## config.mk

```make
export PLATFORM = sky130hd
export DESIGN_NAME = rtc_lectura_flat
export DESIGN_NICKNAME = d
export VERILOG_FILES = /design/src/rtl/rtc_lectura_pkg.sv /design/src/rtl/rtc_lectura_if.sv /design/src/rtl/rtc_lectura_bcd_valida.sv /design/src/rtl/rtc_lectura.sv /design/src/flat_wrapper.sv
export SDC_FILE = /design/constraint.sdc
export NUM_CORES = 1
export LEC_CHECK = 0
export ABC_AREA = 1
export CORE_ASPECT_RATIO = 0.5
export CORE_MARGIN = 2
export CORE_UTILIZATION = 48
export DETAILED_ROUTE_END_ITERATION = 10
export PLACE_DENSITY = 0.75
export SETUP_SLACK_MARGIN = 0.15
export SLEW_MARGIN = 25
export SYNTH_ARGS = -nofsm -noshare
export SYNTH_HDL_FRONTEND = slang
export SYNTH_SLANG_ARGS = --single-unit
export TNS_END_PERCENT = 10
```

## constraint.sdc

```tcl
create_clock -name CLK -period 2 [get_ports CLK]
set_input_delay 0.4 -clock CLK [delete_from_list [all_inputs] [get_ports CLK]]
set_output_delay 0.4 -clock CLK [all_outputs]
set_load 0.03 [all_outputs]
```

## src/rtl/rtc_lectura_pkg.sv

```systemverilog
// Shared types and constants for the RTC periodic read sequencer.
package rtc_pkg;
  typedef enum logic [2:0] {ESPERA, DIR, PAUSA1, DATO, PAUSA2} estado_t;

  localparam logic [7:0] DIR_SEG_DEF = 8'h21;
  localparam logic [7:0] DIR_MIN_DEF = 8'h22;
  localparam logic [7:0] DIR_HOR_DEF = 8'h23;

  localparam logic [7:0] MASK_SM  = 8'h7F;
  localparam logic [7:0] MASK_HOR = 8'h3F;
  localparam logic [7:0] LIM_SM   = 8'h59;
  localparam logic [7:0] LIM_HOR  = 8'h23;

  localparam logic [1:0] IDX_SEG = 2'd0;
  localparam logic [1:0] IDX_MIN = 2'd1;
  localparam logic [1:0] IDX_HOR = 2'd2;
endpackage

```

## src/rtl/rtc_lectura_if.sv

```systemverilog
// Multiplexed address/data bus to the external RTC chip.
interface rtc_lectura_if;
  logic [7:0] AD_in;
  logic [7:0] AD_out;
  logic       AD_oe;
  logic       CS_n;
  logic       RD_n;
  logic       WR_n;
  logic       A_D;

  modport master (input AD_in, output AD_out, AD_oe, CS_n, RD_n, WR_n, A_D);
  modport slave  (output AD_in, input AD_out, AD_oe, CS_n, RD_n, WR_n, A_D);
endinterface

```

## src/rtl/rtc_lectura_bcd_valida.sv

```systemverilog
// Masks a raw RTC byte by register type and range-checks it as BCD.
module bcd_valida
  import rtc_pkg::*;
(
  input  logic [7:0] dato_in,
  input  logic [1:0] idx,
  output logic [7:0] dato_mask,
  output logic       valido
);
  logic es_hor;

  assign es_hor    = (idx == IDX_HOR);
  assign dato_mask = dato_in & (es_hor ? MASK_HOR : MASK_SM);
  assign valido    = (dato_mask[3:0] <= 4'd9) && (dato_mask <= (es_hor ? LIM_HOR : LIM_SM));
endmodule

```

## src/rtl/rtc_lectura.sv

```systemverilog
// Periodic burst reader of seconds/minutes/hours from the RTC bus, with
// BCD validation and one-cycle update strobes toward the time registers.
module rtc_lectura
  import rtc_pkg::*;
#(
  parameter int unsigned PERIODO_LECT = 100000,
  parameter int unsigned T_PULSO      = 4,
  parameter logic [7:0]  DIR_SEG      = DIR_SEG_DEF,
  parameter logic [7:0]  DIR_MIN      = DIR_MIN_DEF,
  parameter logic [7:0]  DIR_HOR      = DIR_HOR_DEF
) (
  input  logic           CLK,
  input  logic           RST,
  input  logic           Modificando,
  rtc_lectura_if.master  bus,
  output logic [7:0]     DATA_out,
  output logic           Act_seg,
  output logic           Act_min,
  output logic           Act_hor,
  output logic           Err_bcd,
  output logic           Ocupado
);
  localparam int              PW       = $clog2(PERIODO_LECT);
  localparam logic [PW-1:0]   PER_MAX  = PW'(PERIODO_LECT - 1);
  localparam logic [3:0]      FASE_MAX = 4'(T_PULSO - 1);

  estado_t       estado_q, estado_d;
  logic [PW-1:0] per_q, per_d;
  logic [3:0]    fase_q, fase_d;
  logic [1:0]    idx_q, idx_d;
  logic          aborta_q, aborta_d;
  logic [7:0]    dato_q, dato_d;
  logic [2:0]    act_q, act_d;
  logic          err_q, err_d;
  logic          ocup_q, ocup_d;
  logic          cs_n_q, cs_n_d, wr_n_q, wr_n_d, rd_n_q, rd_n_d;
  logic          a_d_q, a_d_d, oe_q, oe_d;
  logic [7:0]    ad_out_q, ad_out_d;

  logic [7:0]    dato_mask;
  logic          valido, fin_fase, cancela;

  bcd_valida u_bcd (.dato_in(bus.AD_in), .idx(idx_q), .dato_mask(dato_mask), .valido(valido));

  assign fin_fase = (fase_q == FASE_MAX);
  // An edit seen at any point of the burst cancels the byte in flight.
  assign cancela  = aborta_q | Modificando;

  always_comb begin
    estado_d = estado_q;
    per_d    = (per_q == PER_MAX) ? '0 : per_q + PW'(1);
    fase_d   = fin_fase ? 4'd0 : fase_q + 4'd1;
    idx_d    = idx_q;
    dato_d   = dato_q;
    act_d    = 3'b000;
    err_d    = 1'b0;
    case (estado_q)
      ESPERA: begin
        fase_d = 4'd0;
        if (per_q == PER_MAX) begin
          if (!Modificando) begin
            estado_d = DIR;
            per_d    = '0;
            idx_d    = IDX_SEG;
          end else begin
            per_d    = per_q;
          end
        end
      end
      DIR:    if (fin_fase) estado_d = PAUSA1;
      PAUSA1: if (fin_fase) estado_d = DATO;
      DATO: if (fin_fase) begin
        estado_d = PAUSA2;
        if (!cancela) begin
          if (valido) begin
            dato_d = dato_mask;
            act_d  = 3'b001 << idx_q;
          end else begin
            err_d  = 1'b1;
          end
        end
      end
      PAUSA2: if (fin_fase) begin
        if (cancela || idx_q == IDX_HOR) begin
          estado_d = ESPERA;
          idx_d    = IDX_SEG;
          if (cancela) per_d = '0;
        end else begin
          estado_d = DIR;
          idx_d    = idx_q + 2'd1;
        end
      end
      default: estado_d = ESPERA;
    endcase
    aborta_d = (estado_d != ESPERA) && cancela;
  end

  // Bus strobes are decoded from the next state so they leave flops aligned with estado_q.
  always_comb begin
    cs_n_d   = !(estado_d == DIR || estado_d == DATO);
    wr_n_d   = (estado_d != DIR);
    rd_n_d   = (estado_d != DATO);
    a_d_d    = (estado_d != DIR);
    oe_d     = (estado_d == DIR);
    ocup_d   = (estado_d != ESPERA);
    ad_out_d = 8'h00;
    if (estado_d == DIR) begin
      case (idx_d)
        IDX_SEG: ad_out_d = DIR_SEG;
        IDX_MIN: ad_out_d = DIR_MIN;
        default: ad_out_d = DIR_HOR;
      endcase
    end
  end

  always_ff @(posedge CLK or negedge RST) begin
    if (!RST) begin
      estado_q <= ESPERA;
      per_q    <= '0;
      fase_q   <= 4'd0;
      idx_q    <= IDX_SEG;
      aborta_q <= 1'b0;
      dato_q   <= 8'h00;
      act_q    <= 3'b000;
      err_q    <= 1'b0;
      ocup_q   <= 1'b0;
      cs_n_q   <= 1'b1;
      wr_n_q   <= 1'b1;
      rd_n_q   <= 1'b1;
      a_d_q    <= 1'b1;
      oe_q     <= 1'b0;
      ad_out_q <= 8'h00;
    end else begin
      estado_q <= estado_d;
      per_q    <= per_d;
      fase_q   <= fase_d;
      idx_q    <= idx_d;
      aborta_q <= aborta_d;
      dato_q   <= dato_d;
      act_q    <= act_d;
      err_q    <= err_d;
      ocup_q   <= ocup_d;
      cs_n_q   <= cs_n_d;
      wr_n_q   <= wr_n_d;
      rd_n_q   <= rd_n_d;
      a_d_q    <= a_d_d;
      oe_q     <= oe_d;
      ad_out_q <= ad_out_d;
    end
  end

  assign bus.CS_n   = cs_n_q;
  assign bus.WR_n   = wr_n_q;
  assign bus.RD_n   = rd_n_q;
  assign bus.A_D    = a_d_q;
  assign bus.AD_oe  = oe_q;
  assign bus.AD_out = ad_out_q;
  assign DATA_out   = dato_q;
  assign Act_seg    = act_q[0];
  assign Act_min    = act_q[1];
  assign Act_hor    = act_q[2];
  assign Err_bcd    = err_q;
  assign Ocupado    = ocup_q;
endmodule

```

## src/flat_wrapper.sv

```systemverilog
// flat-port wrapper written by rule: the top's interface ports become plain ports
module rtc_lectura_flat import rtc_pkg::*;
#(
  parameter int unsigned PERIODO_LECT = 100000,
  parameter int unsigned T_PULSO      = 4,
  parameter logic [7:0]  DIR_SEG      = DIR_SEG_DEF,
  parameter logic [7:0]  DIR_MIN      = DIR_MIN_DEF,
  parameter logic [7:0]  DIR_HOR      = DIR_HOR_DEF
)
  (CLK, RST, Modificando, DATA_out, Act_seg, Act_min, Act_hor, Err_bcd, Ocupado, bus_AD_in, bus_AD_out, bus_AD_oe, bus_CS_n, bus_RD_n, bus_WR_n, bus_A_D);
  rtc_lectura_if bus_i ();
  input  logic CLK;
  input  logic RST;
  input  logic Modificando;
  output logic [7:0] DATA_out;
  output logic Act_seg;
  output logic Act_min;
  output logic Act_hor;
  output logic Err_bcd;
  output logic Ocupado;
  input wire logic [$bits(bus_i.AD_in)-1:0] bus_AD_in;
  output wire logic [$bits(bus_i.AD_out)-1:0] bus_AD_out;
  output wire logic [$bits(bus_i.AD_oe)-1:0] bus_AD_oe;
  output wire logic [$bits(bus_i.CS_n)-1:0] bus_CS_n;
  output wire logic [$bits(bus_i.RD_n)-1:0] bus_RD_n;
  output wire logic [$bits(bus_i.WR_n)-1:0] bus_WR_n;
  output wire logic [$bits(bus_i.A_D)-1:0] bus_A_D;
  assign bus_i.AD_in = bus_AD_in;
  assign bus_AD_out = bus_i.AD_out;
  assign bus_AD_oe = bus_i.AD_oe;
  assign bus_CS_n = bus_i.CS_n;
  assign bus_RD_n = bus_i.RD_n;
  assign bus_WR_n = bus_i.WR_n;
  assign bus_A_D = bus_i.A_D;
  rtc_lectura #(.PERIODO_LECT(PERIODO_LECT), .T_PULSO(T_PULSO), .DIR_SEG(DIR_SEG), .DIR_MIN(DIR_MIN), .DIR_HOR(DIR_HOR)) u_core (.CLK(CLK), .RST(RST), .Modificando(Modificando), .bus(bus_i), .DATA_out(DATA_out), .Act_seg(Act_seg), .Act_min(Act_min), .Act_hor(Act_hor), .Err_bcd(Err_bcd), .Ocupado(Ocupado));
endmodule
```

* Word level (Yosys, flattened, before mapping)
Index checks and enable logic that the tools add are counted.
** Word-level totals
- Input port bits :: 11
- Flip-flop bits (word level) :: 52
- Word-level logic and storage cells :: 79
- Output and inout port bits :: 26
** Operators by class
- Add/sub/neg operators :: 3
- $lt $le $gt $ge :: 2
- Multiplexer cells :: 34
- Shifts and indexed selects :: 1
- Equal/unequal tests :: 13
- Reduce and logical (&&, ||, !) cells :: 9
- Bitwise operators :: 3
** Operators by type and width (count)
- two-way mux 17 bit :: 6
- case mux 17 bit (2 select lines) :: 1
- two-way mux 3 bit :: 10
- adder 17 x 1 -> 17 bit (second input constant) :: 1
- == test 17 bit (second input constant) :: 1
- case mux 3 bit (5 select lines) :: 1
- two-way mux 7 bit :: 2
- == test 3 x 2 -> 1 bit (second input constant) :: 3
- AND 8 x 7 -> 8 bit :: 1
- <= comparator 8 x 7 -> 1 bit :: 1
- two-way mux 2 bit :: 4
- two-way mux 4 bit :: 2
- two-way mux 8 bit :: 1
- case mux 2 bit (2 select lines) :: 2
- == test 3 x 1 -> 1 bit (second input constant) :: 2
- two-way mux 1 bit :: 5
- adder 4 x 1 -> 4 bit (second input constant) :: 1
- == test 4 x 2 -> 1 bit (second input constant) :: 1
- <= comparator 4 bit (second input constant) :: 1
- AND reduction 4 bit :: 1
- == test 3 bit (second input constant) :: 1
- zero test 3 bit :: 1
- inequality test 3 x 1 -> 1 bit (second input constant) :: 1
- inequality test 3 x 2 -> 1 bit (second input constant) :: 1
- 12 further kinds :: 14

* Depth between registers and ports, before layout
Gate-level depths: netlist of run 1.
- Word-level depth :: 9
- Depth in mapped cells :: 12
- Mapped depth without buffers :: 12

* Hierarchy
Synthesis of run 1 repeated with hierarchy kept, for this count alone.
** Unflattened totals
- Cell total of the unflattened synthesis :: 309
- Area, all modules :: 2598.7 µm²
** By module, submodules not included
- rtc_lectura :: instances 1, area an instance 2399.8 µm², cells each 273, seq. area each 1154.9 µm²
- bcd_valida :: instances 1, area an instance 198.9 µm², cells each 36, seq. area each 0.0 µm²

* Least setup slack after synthesis of run 1
OpenSTA, ideal clock, no wires.
- Kind :: reg-to-reg
- From :: register u_core.idx_q[0]
- To :: register u_core.dato_q[0] (netlist: u_core.DATA_out[0])
- Required time :: 1.882 ns
- Path buffers :: 0
- Stages on the path, launching flop included :: 13
- Period minus slack after synthesis :: 1.893 ns
- Data arrival time :: 1.775 ns
- Path slack :: 0.107 ns
- Library setup time :: 0.118 ns
- Path through :: dfrtp_1 inv_1 ha_1 inv_2 ha_1 nand2_1 inv_1 o21ai_0 nand3_1 nand2_2 nand3_4 nand2_1 nand2_1
** On the way
- Longest elaborated chain between the ends :: 6
- Elaborated cells between the ends (all ways) :: 7
- Those cells by class :: order compare: 1; eq/ne: 1; mux: 2; bitwise: 1; reduce/logical: 2
** Ends and longest elaborated chain
- start, declared :: line rtc_lectura.sv:30 : logic [1:0] idx_q, idx_d;
- start signal, assigned :: line rtc_lectura.sv:137 : idx_q <= idx_d;
- == test 2 bit * :: line rtc_lectura_bcd_valida.sv:12 : assign es_hor = (idx == IDX_HOR);
- two-way mux 7 bit :: line rtc_lectura_bcd_valida.sv:13 : assign dato_mask = dato_in & (es_hor ? MASK_HOR : MASK_SM);
- AND 8 x 7 -> 8 bit :: line rtc_lectura_bcd_valida.sv:13
- <= comparator 8 x 7 -> 1 bit * :: line rtc_lectura_bcd_valida.sv:14 : assign valido = (dato_mask[3:0] <= 4'd9) && (dato_mask <= (es_hor ? LIM_HOR : LIM_SM));
- logical AND 1 bit * :: line rtc_lectura_bcd_valida.sv:14
- AND reduction 4 bit (no source line) *
- end signal, assigned :: line rtc_lectura.sv:139 : dato_q <= dato_d;
- end, declared :: line rtc_lectura.sv:32 : logic [7:0] dato_q, dato_d;
Mark *: on every way between the ends. The rest lies on a longest branch, timed or not.
A chain may end at the register's enable or synchronous reset.

* Final worst setup path of run 1
- From :: register u_core.rd_n_q (netlist: u_core.bus.RD_n)
- To :: output bus_RD_n
** RTL lines
- start, declared :: line rtc_lectura.sv:36 : logic cs_n_q, cs_n_d, wr_n_q, wr_n_d, rd_n_q, rd_n_d;
- start signal, assigned :: line rtc_lectura.sv:145 : rd_n_q <= rd_n_d;
- end, declared :: line flat_wrapper.sv:25 : output wire logic [$bits(bus_i.RD_n)-1:0] bus_RD_n;
No word-level cell between the ends.

==> impl_metrics.toml, run 1 <==
[layout]
fin_area_um2 = 3010
post_route_cells_drive_above_1_share_pct = 19.9
n_antenna_cell = 0
final_core_utilization_pct = 61.6
area_growth_syn_to_layout_pct = 24.6
final_nets = 355
final.fill_count = 404

[setup_path]
worst-path-buf-inv = 1
max_stage_delay_ps = 670
startpoint_type = "register"
cp.required_ps = 1600
critPathSlowestCell = "clkdlybuf4s50_1"
cp_cell_sequence = "clkdlybuf4s50_1"
type_of_the_worst_setup_path = "reg -> out"
critPathArrivalTime_ps = 1490
timing.critical_path.to_type = "primary output"
critical_path_peak_fanout = 1
critical_path.top_delay_family = "buffers and inverters"

[cts]
clk_pin_slew_ps = 90
clk_path_buf_depth = 2
clock_tree_from_tritoncts = "yes"
cts.sinks = 45
h_tree_levels = 2
cts_root_buf = "clkbuf_8"
numCtsBuffers = 5
clock_latency_ps = 300

[global_routing]
grt_pass1_wl_um = 7800
grt_pass1_vias = 1836
globalRoute.totalOverflow = 0
largest_net_degree_at_the_start_of_global_routing = 18
antenna_found_initial = 0
grt.total_usage_pct = 17.8

[drt]
route.final.wire_length_um = 4990
detail_route.first_pass.iterations = 4
remaining_drc_errors = 0
detailroute.via_count = 2011
dr.first_iter.drc_count = 54
residual_antenna_violating_net_count_after_detailed_routing = 0
wl_per_cell_um = 12.3
avgViaCountPerCell = 4.94

[die]
io_pins = 37
core_area_um2 = 4890
die_w_um = 104
fp-row-count = 18
die_y_um = 54.2
design.die.area_um2 = 5650
initial_core_util_pct = 49.5

[timing]
timing.setup.tns_ps = 0
final_period_minus_worst_setup_slack_ps = 1890
drv_slew = 0
f_max_mhz = 529
period_share_pct = 94.5
fin_hold_viols = 0
fin_hold_ws_ps = 463
setup_viol = 0
worst_clock_skew_ps = 10.2
grt_setup_unrepaired = "yes"
postLayoutSetupSlackWorst_ps = 110

[logic_synthesis]
ys_seq_elements = 45
complex_gate_fraction_of_the_synthesized_area_pct = 8.80
synth_fa_ha_area_share_pct = 4.14
synth_warnings = 0
largest_family_of_logic_cells_by_synthesized_area = "simple AND/OR/NAND/NOR gates"
simple_logic_cell_fraction_of_the_synthesized_area_pct = 29.2
number_of_standard_cells_after_synthesis = 287
sequential_element_share_of_the_synthesized_area_pct = 46.7
postSynth.topFlopCell = "dfrtp_1"
synth_edf_count = 0
synth-xor-area-share_pct = 1.45
synth_area_per_cell_um2 = 8.42
async_flop_share_pct = 100
synthesis.area_um2 = 2420
synth_cell_types = 37
yosys-mux-area-fraction_pct = 0

[place]
gpl.final_weighted_congestion = 0.856
io_buffers = 29
dp.final_hpwl_um = 3640
place_area_um2 = 2850
preCtsSetupSlack_ps = -96.5

[job]
max_cap_violations = 0

[power]
pwr_density_cell_nw_per_um2 = 535
largest_voltage_drop_on_the_vdd_net_mv = 0.252
static-leakage-power_nw = 1.45

[run_status]
result_of_the_run = "finished clean"

[worst_hold_path]
hold_path_class = "reg -> reg"
metal layers:
metal	wire, µm	part of all wire (%)	vias up	track usage, %
li1	-	-	1002	-
met1	2190	44	966	19.5
met2	2580	52	39	35.9
met3	195	3.9	4	4.24
met4	25	0.50	0	4.95
met5	0	0	-	0
path summary, 6_finish.rpt:
kind	startpoint	end	slack [ps]	cells after the start
worst max-delay path	u_core.bus.RD_n	bus_RD_n	110	1
worst min-delay path	u_core.fase_q[0]	u_core.fase_q[0]	460	1
worst max register to register	u_core.idx_q[0]	u_core.Err_bcd	140	10
worst min register to register	u_core.fase_q[0]	u_core.fase_q[0]	460	1
max in group asynchronous	RST	u_core.bus.CS_n	860	3
min in group asynchronous	RST	u_core.per_q[4]	540	2
cell type report:
class                   count  area [µm²]  area share (%)
repair buffers             45         425            14.1
flip-flops and latches     45        1130            37.5
multi-input cells         197        1120            37.3
well taps                  70        87.6            2.91
clock inverters             1        7.51           0.249
inverters                  42         160            5.32
clock buffers               7        76.3            2.53
state kept, by name (all words and copies together), names as in the netlist, 2 cells and up:
register / cells
u_core.estado_q: 3
u_core.fase_q: 4
u_core.idx_q: 2
u_core.DATA_out: 7
u_core.act_q: 3
u_core.per_q: 17
u_core.bus.AD_out: 3
power by group:
part	leakage [nW]	internal (mW)	switching [mW]
sequential	0.595	0.916	0.00351
combinational	0.814	0.0516	0.0845
clock	0.0385	0.248	0.307
what timing repair did:
action                                 4_1_cts  5_1_grt
resized for setup                            4        7
setup buffers                                1        3
cloned                                       1        0
endpoints found under the hold margin        1        0
hold buffers                                 1        0
pin swaps                                    3        5
setup endpoints to repair                   15       15
cell usage in the layout, fill, tap and decap left out, types with 2 or more instances in the layout:
cell type / netlist / final
a21oi_2: 2 / 2
ha_4: 0 / 2
clkbuf_1: 0 / 2
nand3_1: 11 / 10
a21oi_1: 9 / 9
nand3_2: 3 / 5
o21ai_1: 5 / 6
nor2_2: 6 / 7
o21ai_0: 7 / 6
dfstp_2: 3 / 3
xnor2_1: 2 / 2
clkdlybuf4s50_1: 0 / 26
o21ai_2: 3 / 3
nor2_1: 29 / 28
conb_1: 1 / 6
buf_4: 8 / 13
ha_1: 8 / 6
dfrtp_1: 42 / 42
clkbuf_8: 0 / 5
nor3_1: 5 / 5
xor2_1: 2 / 2
nand4_1: 13 / 13
nor2_4: 3 / 3
nand2_2: 9 / 8
a22oi_1: 2 / 2
nand2_1: 60 / 60
inv_1: 36 / 35
inv_2: 5 / 5
per-stage QoR:
| step | total power [mW] | cells |
|---|---|---|
| 4_1_cts | 1.61 | 404 |
| 5_1_grt | 1.68 | 407 |
| 6_report | 1.61 | 407 |
| 2_1_floorplan | 1.00 | 292 |
| 3_3_place_gp | 1.06 | 393 |
| 3_5_place_dp | 1.07 | 393 |
kinds of logic (layout without fill, tap and decap cells):
group	count (synthesis)	after routing
xor+xnor	4	4
flops	45	45
buf+inv	51	95
fa+ha+maj	8	8
simple gates	144	145
compound gates	34	34
other cells	1	6
Yosys cell counts (5+ instances only):
library cell,n,area [µm²]
a21oi_1,9,45.0
buf_4,8,60.1
dfrtp_1,42,1050
ha_1,8,100
inv_1,36,135
inv_2,5,18.8
nand2_1,60,225
nand2_2,9,56.3
nand3_1,11,55.1
nand4_1,13,81.3
nor2_1,29,109
nor2_2,6,37.5
nor3_1,5,25.0
o21ai_0,7,35.0
o21ai_1,5,25.0
Note: power is estimated with default switching activity, not from simulation.
==> run 2: changes to the inputs <==
Settings changed: CELL_PAD_IN_SITES_DETAIL_PLACEMENT from default to 1, CELL_PAD_IN_SITES_GLOBAL_PLACEMENT from default to 1, CORE_UTILIZATION 48 to 36, MAX_ROUTING_LAYER from default to met4, PLACE_DENSITY 0.75 to default, PLACE_DENSITY_LB_ADDON from default to 0.1.
==> impl_metrics.toml, run 2 (synthesis gave the netlist of run 1 again) <==
[die]
die_w_um = 120
io_pins = 37
design.die.area_um2 = 7430
die_y_um = 61.9
initial_core_util_pct = 36.7
fp-row-count = 21
core_area_um2 = 6600

[power]
largest_voltage_drop_on_the_vdd_net_mv = 0.313
static-leakage-power_nw = 1.47
pwr_density_cell_nw_per_um2 = 596

[setup_path]
critical_path.top_delay_family = "buffers and inverters"
type_of_the_worst_setup_path = "reg -> out"
critical_path_peak_fanout = 2
reg2regPathDepth = 11
max_stage_delay_ps = 660
startpoint_type = "register"
r2r_slack_ps = 190
cp_cell_sequence = "clkdlybuf4s50_1"
critical_path.reg2reg.startpoint = "u_core.idx_q[0]"
critical_path.reg2reg.endpoint = "u_core.DATA_out[2]"
cp.required_ps = 1600
timing.critical_path.to_type = "primary output"
critPathSlowestCell = "clkdlybuf4s50_1"
worst-path-buf-inv = 1
critPathArrivalTime_ps = 1470

[drt]
wl_per_cell_um = 13.7
remaining_drc_errors = 0
avgViaCountPerCell = 4.78
dr.first_iter.drc_count = 79
detailroute.via_count = 2046
residual_antenna_violating_net_count_after_detailed_routing = 0
detail_route.first_pass.iterations = 4
route.final.wire_length_um = 5870

[timing]
worst_clock_skew_ps = 4.94
fin_hold_viols = 0
final_period_minus_worst_setup_slack_ps = 1870
grt_setup_unrepaired = "yes"
drv_slew = 0
max_slew_margin_pct = 63.6
period_share_pct = 93.3
f_max_mhz = 536
setup_viol = 0
tightestPinTransition_ps = 546

[cts]
cts_root_buf = "clkbuf_16"
cts.sinks = 45
clock_latency_ps = 290
h_tree_levels = 2
clock_tree_from_tritoncts = "yes"
cts-hold-fix-buffers = 0
clk_path_buf_depth = 2
numCtsBuffers = 5
clk_pin_slew_ps = 60

[layout]
mostFrequentLayoutCell = "nand2_1"
largest_register_ffs = 17
n_antenna_cell = 0
layout_common_cells = "nand2_1 (60), dfrtp_1 (41), inv_1 (35)"
post_route_cells_drive_above_1_share_pct = 21.4
final.fill_count = 777
area_growth_syn_to_layout_pct = 29.3
fin_area_um2 = 3130
final_cell_count_no_fill = 428
max_flop_register = "u_core.per_q"
final_nets = 354

[place]
dp.final_hpwl_um = 4260
io_buffers = 29
placed_cells = 412
gpl.final_weighted_congestion = 0.795
place_area_um2 = 2850

[global_routing]
grt_pass1_wl_um = 9360
largest_net_degree_at_the_start_of_global_routing = 25
grt.total_usage_pct = 17.0
globalRoute.totalOverflow = 0
grt_pass1_vias = 2012
antenna_found_initial = 0

[run_status]
result_of_the_run = "finished clean"

[job]
max_cap_violations = 0

[worst_hold_path]
hold_path_class = "in -> async"
## run 2: worst max path at each step
stage / startpoint / end / slack, ps / depth (start not counted)
2_1_floorplan: u_core.idx_q[0] / u_core.DATA_out[0] / 160 / 12
3_3_place_gp: bus_AD_in[5] / u_core.DATA_out[1] / -50 / 10
3_5_place_dp: bus_AD_in[5] / u_core.Err_bcd / -50 / 8
4_1_cts: u_core.bus.WR_n / bus_A_D / 120 / 1
5_1_grt: u_core.idx_q[0] / u_core.DATA_out[4] / 90 / 12
6_report: u_core.bus.WR_n / bus_A_D / 130 / 1
## run 2: report_power, final
| group | internal [mW] | switching (mW) |
|---|---|---|
| Sequential | 0.917 | 0.00350 |
| Clock | 0.458 | 0.344 |
| Combinational | 0.0524 | 0.0884 |
| Total | 1.43 | 0.436 |
## run 2: metrics by stage
stage / total power [mW] / hold WS, ps / util, % / TNS (ps) / worst slack [ps]
finish: 1.86 / 97.7 / 47.4 / 0 / 134
global route: 1.95 / 130 / 47.4 / 0 / 86.5
CTS: 1.88 / 119 / 45.8 / 0 / 120
detailed placement: 1.07 / 424 / 43.2 / -362 / -53.4
global placement: 1.06 / 410 / 43.2 / -347 / -50.2
floorplan: 1.00 / 104 / - / 0 / 159
## run 2: area by class of cell
type / instances / area, µm² / share of cell area, %
clock buffers: 5 / 125 / 4.00
clock inverters: 3 / 17.5 / 0.560
inverters: 42 / 160 / 5.12
multi-input cells: 197 / 1160 / 37.2
flip-flops and latches: 45 / 1130 / 36.2
well taps: 92 / 115 / 3.68
repair buffers: 44 / 415 / 13.3
## run 2: timing repair
| item | CTS | global route |
|---|---|---|
| cloned | 0 | 1 |
| setup buffers | 3 | 4 |
| pin swaps | 3 | 4 |
| setup endpoints to repair | 15 | 15 |
| resized for setup | 4 | 15 |
## run 2: metal layers
layer  GRT usage, %  part of all wire, %  vias to the layer above
li1               -                    -                     1002
met3           3.92                  3.5                        6
met1           20.0                   46                     1006
met5              -                    0                        -
met4           5.04                  1.0                        0
met2           30.2                   49                       32
